**config.mk**
```make
export PLATFORM = sky130hd
export DESIGN_NAME = sprite_compositor
export DESIGN_NICKNAME = d
export VERILOG_FILES = /design/src/rtl/sprite_compositor.sv
export SDC_FILE = /design/constraint.sdc
export NUM_CORES = 1
export LEC_CHECK = 0
export ABC_AREA = 1
export BUFFER_PORTS_ARGS = -buffer_cell sky130_fd_sc_hd__buf_2
export CAP_MARGIN = 15
export CORE_MARGIN = 2
export CORE_UTILIZATION = 49
export CTS_BUF_LIST = sky130_fd_sc_hd__clkbuf_8
export CTS_CLUSTER_DIAMETER = 200
export DETAILED_ROUTE_END_ITERATION = 7
export GPL_ROUTABILITY_DRIVEN = 0
export PLACE_DENSITY = 0.77
export SYNTH_ARGS = -nofsm -noshare
export SYNTH_HDL_FRONTEND = slang
export SYNTH_SLANG_ARGS = --single-unit
```
**constraint.sdc**
```tcl
create_clock -name clk -period 6.35 [get_ports clk]
set_input_delay 1.5875 -clock clk [delete_from_list [all_inputs] [get_ports clk]]
set_output_delay 1.5875 -clock clk [all_outputs]
set_load 0.005 [all_outputs]
```
**src/rtl/sprite_compositor.sv**
```systemverilog
// sprite_compositor: merges the per-layer sprite pixels with a background
// index. The lowest-numbered drawing layer wins. The winning index goes
// through a writable palette, and the result drives registered VGA outputs
// with sync and blank delayed to match. Optionally it also accumulates
// per-frame sprite-overlap flags.
//
// Optional feature macro: SPRITE_COMPOSITOR_COLLISION_EN
//   Defined   : overlap accumulator with collide/collide_valid outputs.
//   Undefined : collide and collide_valid are tied to 0.
//
// Ports:
//   clk, rst         pixel clock, synchronous active-high reset
//   frame            one-cycle start-of-frame pulse
//   de_in/hs_in/vs_in display enable and syncs, aligned with layer inputs
//   layer_pix        layer i index at [i*COLR_BITS +: COLR_BITS]
//   layer_drawing    layer i is drawing an opaque pixel
//   bg_colr          background index
//   pal_we/addr/data palette write port, data is {R,G,B}
//   vga_r/g/b        output colour (0 while blanked)
//   vga_hs/vs/de     syncs and enable, delayed 3 cycles
//   collide          per-layer overlap flags for the previous frame
//   collide_valid    one-cycle pulse when collide updates
module sprite_compositor #(
  parameter int unsigned LAYERS    = 4,
  parameter int unsigned COLR_BITS = 4,
  parameter int unsigned CHAN_BITS = 4
) (
  input  logic                          clk,
  input  logic                          rst,
  input  logic                          frame,
  input  logic                          de_in,
  input  logic                          hs_in,
  input  logic                          vs_in,
  input  logic [LAYERS*COLR_BITS-1:0]   layer_pix,
  input  logic [LAYERS-1:0]             layer_drawing,
  input  logic [COLR_BITS-1:0]          bg_colr,
  input  logic                          pal_we,
  input  logic [COLR_BITS-1:0]          pal_addr,
  input  logic [3*CHAN_BITS-1:0]        pal_data,
  output logic [CHAN_BITS-1:0]          vga_r,
  output logic [CHAN_BITS-1:0]          vga_g,
  output logic [CHAN_BITS-1:0]          vga_b,
  output logic                          vga_hs,
  output logic                          vga_vs,
  output logic                          vga_de,
  output logic [LAYERS-1:0]             collide,
  output logic                          collide_valid
);

  localparam int unsigned RGB_BITS  = 3 * CHAN_BITS;
  localparam int unsigned PAL_DEPTH = 1 << COLR_BITS;

  logic [COLR_BITS-1:0] sel_idx_c;
  logic [COLR_BITS-1:0] idx1;
  logic                 de1, hs1, vs1;
  logic [RGB_BITS-1:0]  rgb2;
  logic                 de2, hs2, vs2;
  logic [RGB_BITS-1:0]  pal [PAL_DEPTH];

  // Priority select: scan from the highest layer down so layer 0 wins last.
  always_comb begin
    sel_idx_c = bg_colr;
    for (int i = int'(LAYERS) - 1; i >= 0; i--) begin
      if (layer_drawing[i]) sel_idx_c = layer_pix[i*COLR_BITS +: COLR_BITS];
    end
  end

  // Palette: reset to a grey ramp. The lookup in stage 2 sees the pre-write
  // value on a same-cycle write to the same address.
  always_ff @(posedge clk) begin
    if (rst) begin
      for (int unsigned i = 0; i < PAL_DEPTH; i++) begin
        pal[i] <= {3{CHAN_BITS'(i)}};
      end
    end else if (pal_we) begin
      pal[pal_addr] <= pal_data;
    end
  end

  // Three-stage pixel pipeline: select, lookup, output.
  always_ff @(posedge clk) begin
    if (rst) begin
      idx1   <= '0;
      de1    <= 1'b0;
      hs1    <= 1'b0;
      vs1    <= 1'b0;
      rgb2   <= '0;
      de2    <= 1'b0;
      hs2    <= 1'b0;
      vs2    <= 1'b0;
      vga_r  <= '0;
      vga_g  <= '0;
      vga_b  <= '0;
      vga_hs <= 1'b0;
      vga_vs <= 1'b0;
      vga_de <= 1'b0;
    end else begin
      idx1   <= sel_idx_c;
      de1    <= de_in;
      hs1    <= hs_in;
      vs1    <= vs_in;
      rgb2   <= pal[idx1];
      de2    <= de1;
      hs2    <= hs1;
      vs2    <= vs1;
      vga_r  <= de2 ? rgb2[RGB_BITS-1 -: CHAN_BITS]   : '0;
      vga_g  <= de2 ? rgb2[2*CHAN_BITS-1 -: CHAN_BITS] : '0;
      vga_b  <= de2 ? rgb2[CHAN_BITS-1:0]             : '0;
      vga_hs <= hs2;
      vga_vs <= vs2;
      vga_de <= de2;
    end
  end

`ifdef SPRITE_COMPOSITOR_COLLISION_EN
  logic [LAYERS-1:0] acc;
  logic [LAYERS-1:0] hit_c;

  // Two or more bits set means clearing the lowest set bit leaves a nonzero
  // value. In that case every drawing layer has overlapped another.
  always_comb begin
    hit_c = '0;
    if (de_in && (|(layer_drawing & (layer_drawing - LAYERS'(1))))) begin
      hit_c = layer_drawing;
    end
  end

  // On frame, publish this frame's flags, including the current cycle, and
  // start the next frame clean.
  always_ff @(posedge clk) begin
    if (rst) begin
      acc           <= '0;
      collide       <= '0;
      collide_valid <= 1'b0;
    end else if (frame) begin
      collide       <= acc | hit_c;
      collide_valid <= 1'b1;
      acc           <= '0;
    end else begin
      acc           <= acc | hit_c;
      collide_valid <= 1'b0;
    end
  end
`else
  logic unused_frame;
  assign unused_frame  = frame;
  assign collide       = '0;
  assign collide_valid = 1'b0;
`endif

endmodule

```
; After elaboration in Yosys (flattened, before gate mapping)
; Memory sizes are Yosys's and may differ from the RTL's. A register that Yosys moved wholly into a read port is not among the register bits.
; Cells that the tools add are included.
[totals]
reg_bits = 25
mem_bits_rw = 192
in_bits = 47
output_inout_bits = 20
memories = 1
[op_classes]
n_mux = 12
n_bitwise = 1
reduce_logical = 2
[memory_table]
columns = name, words, width, rd, rd_ports_with_merged_regs, write_ports, line_no
row1 = pal, 16, 12, 1, 1, 16, 58  ; logic [RGB_BITS-1:0] pal [PAL_DEPTH];
[ops]
columns = op, n
row1 = 4-bit two-way mux, 5
row2 = 12-bit two-way mux, 1
row3 = 12-bit OR reduction, 1
row4 = 1-bit two-way mux, 6
row5 = 2-bit OR reduction, 1
row6 = 1-bit NOT, 1

; Depth between registers and ports, before layout
; Gate-level depths: netlist of the first run.
[depth]
word_depth = 5
mapped_depth = 9
depth_no_buf = 7

; Worst setup path before layout of the first run
; No wires, ideal clock.
[synth_path]
path_type = input to register
from = input rst
to = memory pal[15][0] in the netlist's numbering, enable pin
setup_ps = 398
t_arrival_ps = 2794
required_time_ps = 5952
path_slack_ps = 3158
cell_stages = 5
cell_sequence = inv_2 -> nand2_1 -> nor2_1 -> inv_2 -> o21ai_0
[synth_rtl]
columns = item, line_no
row1 = from (decl), 29  ; input logic rst,
row2 = to (decl), 58

==> reports/metrics.cfg, run 1 <==
[synthesis]
ys_seq_elements = 229
synth.area.mux_share_pct = 0
mappedNetlistArea_mm2 = 0.0103
ys.warnings.count = 0
netlist_top_cells_count = nand2_1, edfxtp_1, inv_1, nor2_1, nand3_1
syn_inst = 1159
synthXorXnorAreaFrac_pct = 0
synth-async-reset-ratio_pct = 0
dominant_combinational_cell_family_by_area_after_synthesis = simple AND/OR/NAND/NOR gates
yosysMostFrequentCell = nand2_1
synth.largest_area_cell = edfxtp_1
synth_sequential_area_ratio_pct = 62.9
synth_area_leaders = edfxtp_1, nand2_1, dfxtp_1
fraction_of_the_mapped_netlist_area_in_adder_cells_pct = 0
postSynthAreaPerCell_um2 = 8.92
ys_types = 20
synth_area_in_simple_gates_pct = 26.6
yosys.area.top_type_share_pct = 55.8
synth_compound_area_share_pct = 1.50
synthFlopType = edfxtp_1
synth-edff-count = 192

[grt]
globalRouteTotalUtil_pct = 22.5
grt_antenna_before_repair = 1
grt_remaining_overflow = 0
grt_max_degree = 98
via_count_of_the_first_global_routing_pass = 7510
grt_first_pass_wirelength_mm = 38.2

[clock_tree]
cts_post_setup_buffers_inserted = 0
clock_latency_ns = 0.54
holdBufCountCts = 0
clk_path_buf_depth = 3
h-tree-depth = 2
tritoncts = built
clk_pin_slew_ns = 0.06
cts-resized-gates = 0
cts_made_buffers = 37
clock_sinks = 229
cts-root-buf = clkbuf_8

[critical_path]
worst-path-max-fanout = 22
critical_path_required_ns = 6.52
startpoint_to_endpoint_class_of_the_critical_path = primary input to flip-flop
reg_to_reg_slack_setup_ns = 3.35
critPathCaptureType = flip-flop
start_kind = primary input
rr_worst_depth = 8
worst_ep_arrival_time_ns = 3.77
critical_path.reg2reg.endpoint = rgb2[2]
critical_path.reg2reg.startpoint = idx1[0]

[timing]
drv_slew = 0
fin_worst_skew_ns = 0.0227
period_needed_ns = 3.60
min_period_over_period_pct = 56.7
setup_viol = 0
slew_headroom_pct = 30.2
setup_repair_after_global_routing_missed_its_margin = no
tightestPinTransition_ns = 1.05
timing.hold.ws_ns = 0.400
fmax_mhz = 278
fin_setup_tns_ns = 0
finalHoldViolations = 0

[status]
outcome = completed

[route]
drt_drc_violations_left = 0
vias_per_cell = 5.16
wl_per_cell_um = 16.4
drt_iter0_markers = 1059
route.vias.total = 7749
route.final.wire_length_mm = 24.7
number_of_nets_with_antenna_violations_after_detailed_routing = 0
drt_pass1_iterations = 5

[final_layout]
layout-drive-gt1-share_pct = 11.2
area_delta_synth_final_pct = 10.2
num-nets-final = 1251
nFillCells = 1823
layout.cell_area.non_filler_mm2 = 0.0114

[job]
cap_violations = 0

[power_and_ir_drop]
p_int_mw = 2.44
power.share.combinational_pct = 9.6
power_switching_share_pct = 25.3
total_switching_power_uw = 824
seqPwrFrac_pct = 53.4
power_density_mw_per_mm2 = 286
power_leakage_nw = 5.00
post-layout-total-power_mw = 3.26
power.ir.vdd_worst_uv = 115
clock_power_share_pct = 37.0

[floorplanning]
total_number_of_placement_rows = 53
num_io_pins = 67
die_area_mm2 = 0.0223
core_area_mm2 = 0.0209
fp.dieH_um = 149
start_util_pct = 49.5
floorplan.die.width_um = 149

[placement]
dpl-instance-area_mm2 = 0.0107
io_buffer_count = 60
dpl.hpwl_mm = 15.2

[min_path]
worst_hold_path_type = flip-flop to flip-flop
min_from = rgb2[8]
worstHoldPathCells = 2
hold-path-endpoint = vga_r[0]

==> critical path, cell delays in order <==
cell,delay (ns)
buf_2,0.23
inv_2,0.51
nand2_1,0.18
inv_2,0.13
nand2_1,0.14
nor2_2,0.30
inv_1,0.21
nand2_1,0.46
==> registers in the layout (all words and copies together) (netlist names), 4 cells and up <==
| signal | cells |
|---|---|
| pal | 192 |
| idx1 | 4 |
| vga_r | 4 |
| vga_g | 4 |
| rgb2 | 12 |
| vga_b | 4 |
==> layer usage <==
| metal | GRT usage [%] | up-vias | wire length [um] |
|---|---|---|---|
| li1 | - | 3727 | - |
| met1 | 27.6 | 3596 | 9570 |
| met2 | 38.6 | 355 | 12300 |
| met3 | 5.08 | 71 | 1970 |
| met4 | 9.19 | 0 | 905 |
| met5 | 0 | - | 0 |
==> worst max path at each step <==
stage / from / endpoint / slack (ns) / depth (start not counted)
2_1_floorplan: rst / pal[15][0] / 3.16 / 5
3_3_place_gp: rst / pal[12][3] / 2.28 / 8
3_5_place_dp: rst / pal[12][10] / 2.24 / 8
4_1_cts: rst / pal[12][10] / 2.79 / 8
5_1_grt: rst / pal[12][7] / 2.59 / 8
6_report: rst / pal[12][7] / 2.75 / 8
==> final cells by class <==
type	count	area, um2	area share [%]
sequential	229	6510	57.1
multi-input combinational	714	2920	25.7
inverter	157	589	5.17
clock buffer	42	578	5.07
tap	275	344	3.02
timing repair buffer	65	342	3.00
clock inverter	20	109	0.955
antenna	1	2.50	0.0220
==> placed cells by master, fill, tap and decap left out <==
master      count
dfxtp_1        36
nor2_4          2
nand3_2         1
o31ai_1         4
clkinv_1        2
nand3_1       121
nor2_2          9
a21oi_1        20
clkinvlp_4      1
nand2_1       413
nor2_1        133
clkinv_2        3
clkbuf_8       42
o21ai_1         1
buf_4           4
buf_2          60
o21ai_0         4
bufinv_16       1
dfxtp_2         1
nand2_2         1
inv_2          12
buf_6           1
conb_1          5
edfxtp_1      192
inv_1         158
diode_2         1
==> kinds of logic (layout without fill, tap and decap cells) <==
logic type / Yosys count / after routing
AO/OA/AOI/OAI: 29 / 29
buffers and inverters: 220 / 284
flip-flops: 229 / 229
other: 1 / 6
AND/OR/NAND/NOR: 680 / 680
==> power groups by stage <==
| stage | Sequential, mW | Combinational, mW | Clock (mW) |
|---|---|---|---|
| after floorplan | 1.76 | 0.219 | 0 |
| after global placement | 1.77 | 0.299 | 0 |
| after detailed placement | 1.77 | 0.307 | 0 |
| after CTS | 1.74 | 0.309 | 1.21 |
| after global routing | 1.75 | 0.348 | 1.27 |
| final | 1.74 | 0.314 | 1.21 |
==> through the flow <==
step / utilization (%) / setup slack (ns) / instances
CTS: 54.5 / 2.79 / 1501
global route: 54.5 / 2.59 / 1502
detailed placement: 51.2 / 2.24 / 1439
floorplan: - / 3.16 / 1163
global placement: 51.2 / 2.28 / 1439
finish: 54.6 / 2.75 / 1503
Note: power is estimated with default switching activity, not from simulation.
==> inputs of run 2 (changes only) <==
- ABC_AREA: 1 -> 0
- PLACE_DENSITY: 0.77 -> 0.79
- clock period: 6.35 -> 3.27 ns (I/O delays scaled with it)
==> reports/metrics.cfg, run 2 <==
[status]
outcome = completed

[final_layout]
layout.cells.most_common_list = edfxtp_1, and2_1, or3_1, mux2i_1, buf_2
largest_register = pal
num-nets-final = 859  ; -31%
largest_register_ff_count = 192  ; unchanged
layout.cells.most_common = edfxtp_1
utilization_pct = 55.8  ; +1.3 points
layout.cell_area.non_filler_mm2 = 0.0113  ; -0.56%
biggestRegsByFlops = pal (192), rgb2 (12)
area_delta_synth_final_pct = 11.4
layout-drive-gt1-share_pct = 20.4  ; +9.1 points

[placement]
io_buffer_count = 60  ; unchanged
dpl-instance-area_mm2 = 0.0106  ; -0.46%
place_ws_ns = 0.570  ; -1.67 ns
dpl.hpwl_mm = 14.5  ; -4.7%

[critical_path]
start_kind = flip-flop
worst-path-max-fanout = 13  ; -41%
crit_path_end = rgb2[3]
critical_path.reg2reg.startpoint = idx1[2]
cp_slowest_cell = nor2_1
worst_ep_arrival_time_ns = 2.62  ; -1.15 ns
critical_path_required_ns = 3.63  ; -2.89 ns
critPathCaptureType = flip-flop
critical_path.reg2reg.endpoint = rgb2[3]
rr_worst_depth = 5  ; -3
startpoint_to_endpoint_class_of_the_critical_path = flip-flop to flip-flop
worstPathCellList = nor2_1 > buf_4 > a22oi_1 > nand2_1 > o21ai_0
crit_path_launch = idx1[2]
reg_to_reg_slack_setup_ns = 1.01  ; -2.34 ns
max_incr_delay_on_cp_ns = 0.84  ; +0.33 ns

[timing]
tightestPinTransition_ns = 0.998  ; -0.0482 ns
fin_worst_skew_ns = 0.0115  ; -0.0112 ns
setup_repair_after_global_routing_missed_its_margin = no
fmax_mhz = 443
drv_slew = 0  ; unchanged
min_period_over_period_pct = 69.0
finalHoldViolations = 0  ; unchanged
period_needed_ns = 2.26
setup_viol = 0  ; unchanged
worst_slack_ns = 1.01  ; -1.73 ns
slew_headroom_pct = 33.2  ; +3.0 points
fin_setup_tns_ns = 0  ; unchanged

[min_path]
worst_hold_path_type = flip-flop to flip-flop

[route]
vias_per_cell = 5.63  ; +9.2%
drt_iter0_markers = 670  ; -37%
number_of_nets_with_antenna_violations_after_detailed_routing = 0  ; unchanged
drt_pass1_iterations = 5  ; unchanged
route.vias.total = 6248  ; -19%
drt_drc_violations_left = 0  ; unchanged
wl_per_cell_um = 20.6  ; +25%
route.final.wire_length_mm = 22.9  ; -7.4%

[synthesis]
ys.warnings.count = 0  ; unchanged
synth_sequential_area_ratio_pct = 64.0  ; +1.0 points
mappedNetlistArea_mm2 = 0.0102  ; -1.6%
yosys.area.top_type_share_pct = 56.7  ; +0.91 points
yosysMostFrequentCell = edfxtp_1
ys_seq_elements = 229  ; unchanged
netlist_top_cells_count = edfxtp_1, and2_1, mux2i_1, or3_1
postSynthAreaPerCell_um2 = 13.5  ; +52%
synth.largest_area_cell = edfxtp_1
synthFlopType = edfxtp_1
synth-async-reset-ratio_pct = 0  ; unchanged
synth-edff-count = 192  ; unchanged
ys_types = 35  ; +75%
synth_area_leaders = edfxtp_1, mux2i_1, dfxtp_1
syn_inst = 752  ; -35%

[clock_tree]
tritoncts = built
cts-resized-gates = 0  ; unchanged
clk_path_buf_depth = 3  ; unchanged
clock_latency_ns = 0.53  ; about the same
h-tree-depth = 2  ; unchanged
cts-root-buf = clkbuf_8
cts_post_setup_buffers_inserted = 0  ; unchanged
clk_pin_slew_ns = 0.06  ; about the same
holdBufCountCts = 0  ; unchanged
clock_sinks = 229  ; unchanged
cts_made_buffers = 38  ; +2.7%

[power_and_ir_drop]
power.share.combinational_pct = 8.6  ; -1.0 points
post-layout-total-power_mw = 6.19  ; +90%
seqPwrFrac_pct = 54.9  ; +1.5 points
power.ir.vdd_worst_uv = 226  ; +96%
power_density_mw_per_mm2 = 547  ; +91%
p_int_mw = 4.69  ; +92%
total_switching_power_mw = 1.51  ; +83%
clock_power_share_pct = 36.6  ; -0.4 points
power_switching_share_pct = 24.3  ; -0.97 points
power_leakage_nw = 4.08  ; -19%

[grt]
grt_first_pass_wirelength_mm = 35.0  ; -8.4%
globalRouteTotalUtil_pct = 21.3  ; -1.3 points
via_count_of_the_first_global_routing_pass = 6296  ; -16%
grt_remaining_overflow = 0  ; unchanged
grt_antenna_before_repair = 2  ; +1
grt_max_degree = 38  ; -61%

[floorplanning]
die_area_mm2 = 0.0219  ; -1.6%
num_io_pins = 67  ; unchanged
fp.dieH_um = 148  ; -0.78%
start_util_pct = 50.1  ; +0.62 points
total_number_of_placement_rows = 52  ; -1.9%
core_area_mm2 = 0.0203  ; -2.8%
floorplan.die.width_um = 148  ; -0.78%

[job]
cap_violations = 0  ; unchanged

==> run 2: per-stage QoR <==
| stage | hold slack [ns] | instances |
|---|---|---|
| 3_5_place_dp | 0.411 | 1042 |
| 4_1_cts | 0.425 | 1109 |
| 3_3_place_gp | 0.410 | 1042 |
| 2_1_floorplan | 0.406 | 756 |
| 5_1_grt | 0.437 | 1109 |
| 6_report | 0.423 | 1110 |
==> run 2: routing by layer <==
metal,GRT usage (%),share of wire (%),up-vias
met1,27.7,40,3022
met4,10.8,4.0,0
li1,-,-,2865
met3,3.71,7.9,56
met2,34.6,48,305
met5,0,0,-
==> run 2: power by group through the flow <==
stage	sequential, mW	combinational (mW)	clock, mW
CTS	3.40	0.527	2.31
detailed placement	3.46	0.524	0
floorplan	3.42	0.368	0
global route	3.42	0.569	2.42
global placement	3.45	0.513	0
finish	3.40	0.530	2.26
==> run 2: worst min path at each step <==
stage,slack [ns],end,depth (start not counted),startpoint
after global placement,0.41,vga_b[3],1,rgb2[3]
after detailed placement,0.41,vga_r[1],1,rgb2[9]
final,0.42,vga_r[1],1,rgb2[9]
after global routing,0.44,vga_b[1],1,rgb2[1]
after CTS,0.42,vga_r[1],1,rgb2[9]
after floorplan,0.41,vga_b[0],1,rgb2[0]
==> run 2: cells by family after synthesis <==
family                 after synthesis  synth area share, %
AOI/OAI and AO/OA                   61                 4.11
buffers and inverters               68                 3.56
DFF                                229                 64.0
muxes                               96                 10.5
other                                1               0.0369
and+or+nand+nor                    297                 17.8
==> run 2: final cells by class <==
class                      count  area, um2
clock buffer                  41        564
multi-input combinational    459       3320
sequential                   229       6510
tap                          270        338
fill                        1640       8970
timing repair buffer          84        480
antenna                        1       2.50
clock inverter                26        119
==> run 2: critical path: cells and delay by family (launching register included) <==
kind	cells	cell delay, ns
AOI/OAI and AO/OA	2	0.25
buffers and inverters	1	0.35
DFF	1	0.49
and+or+nand+nor	2	1.01
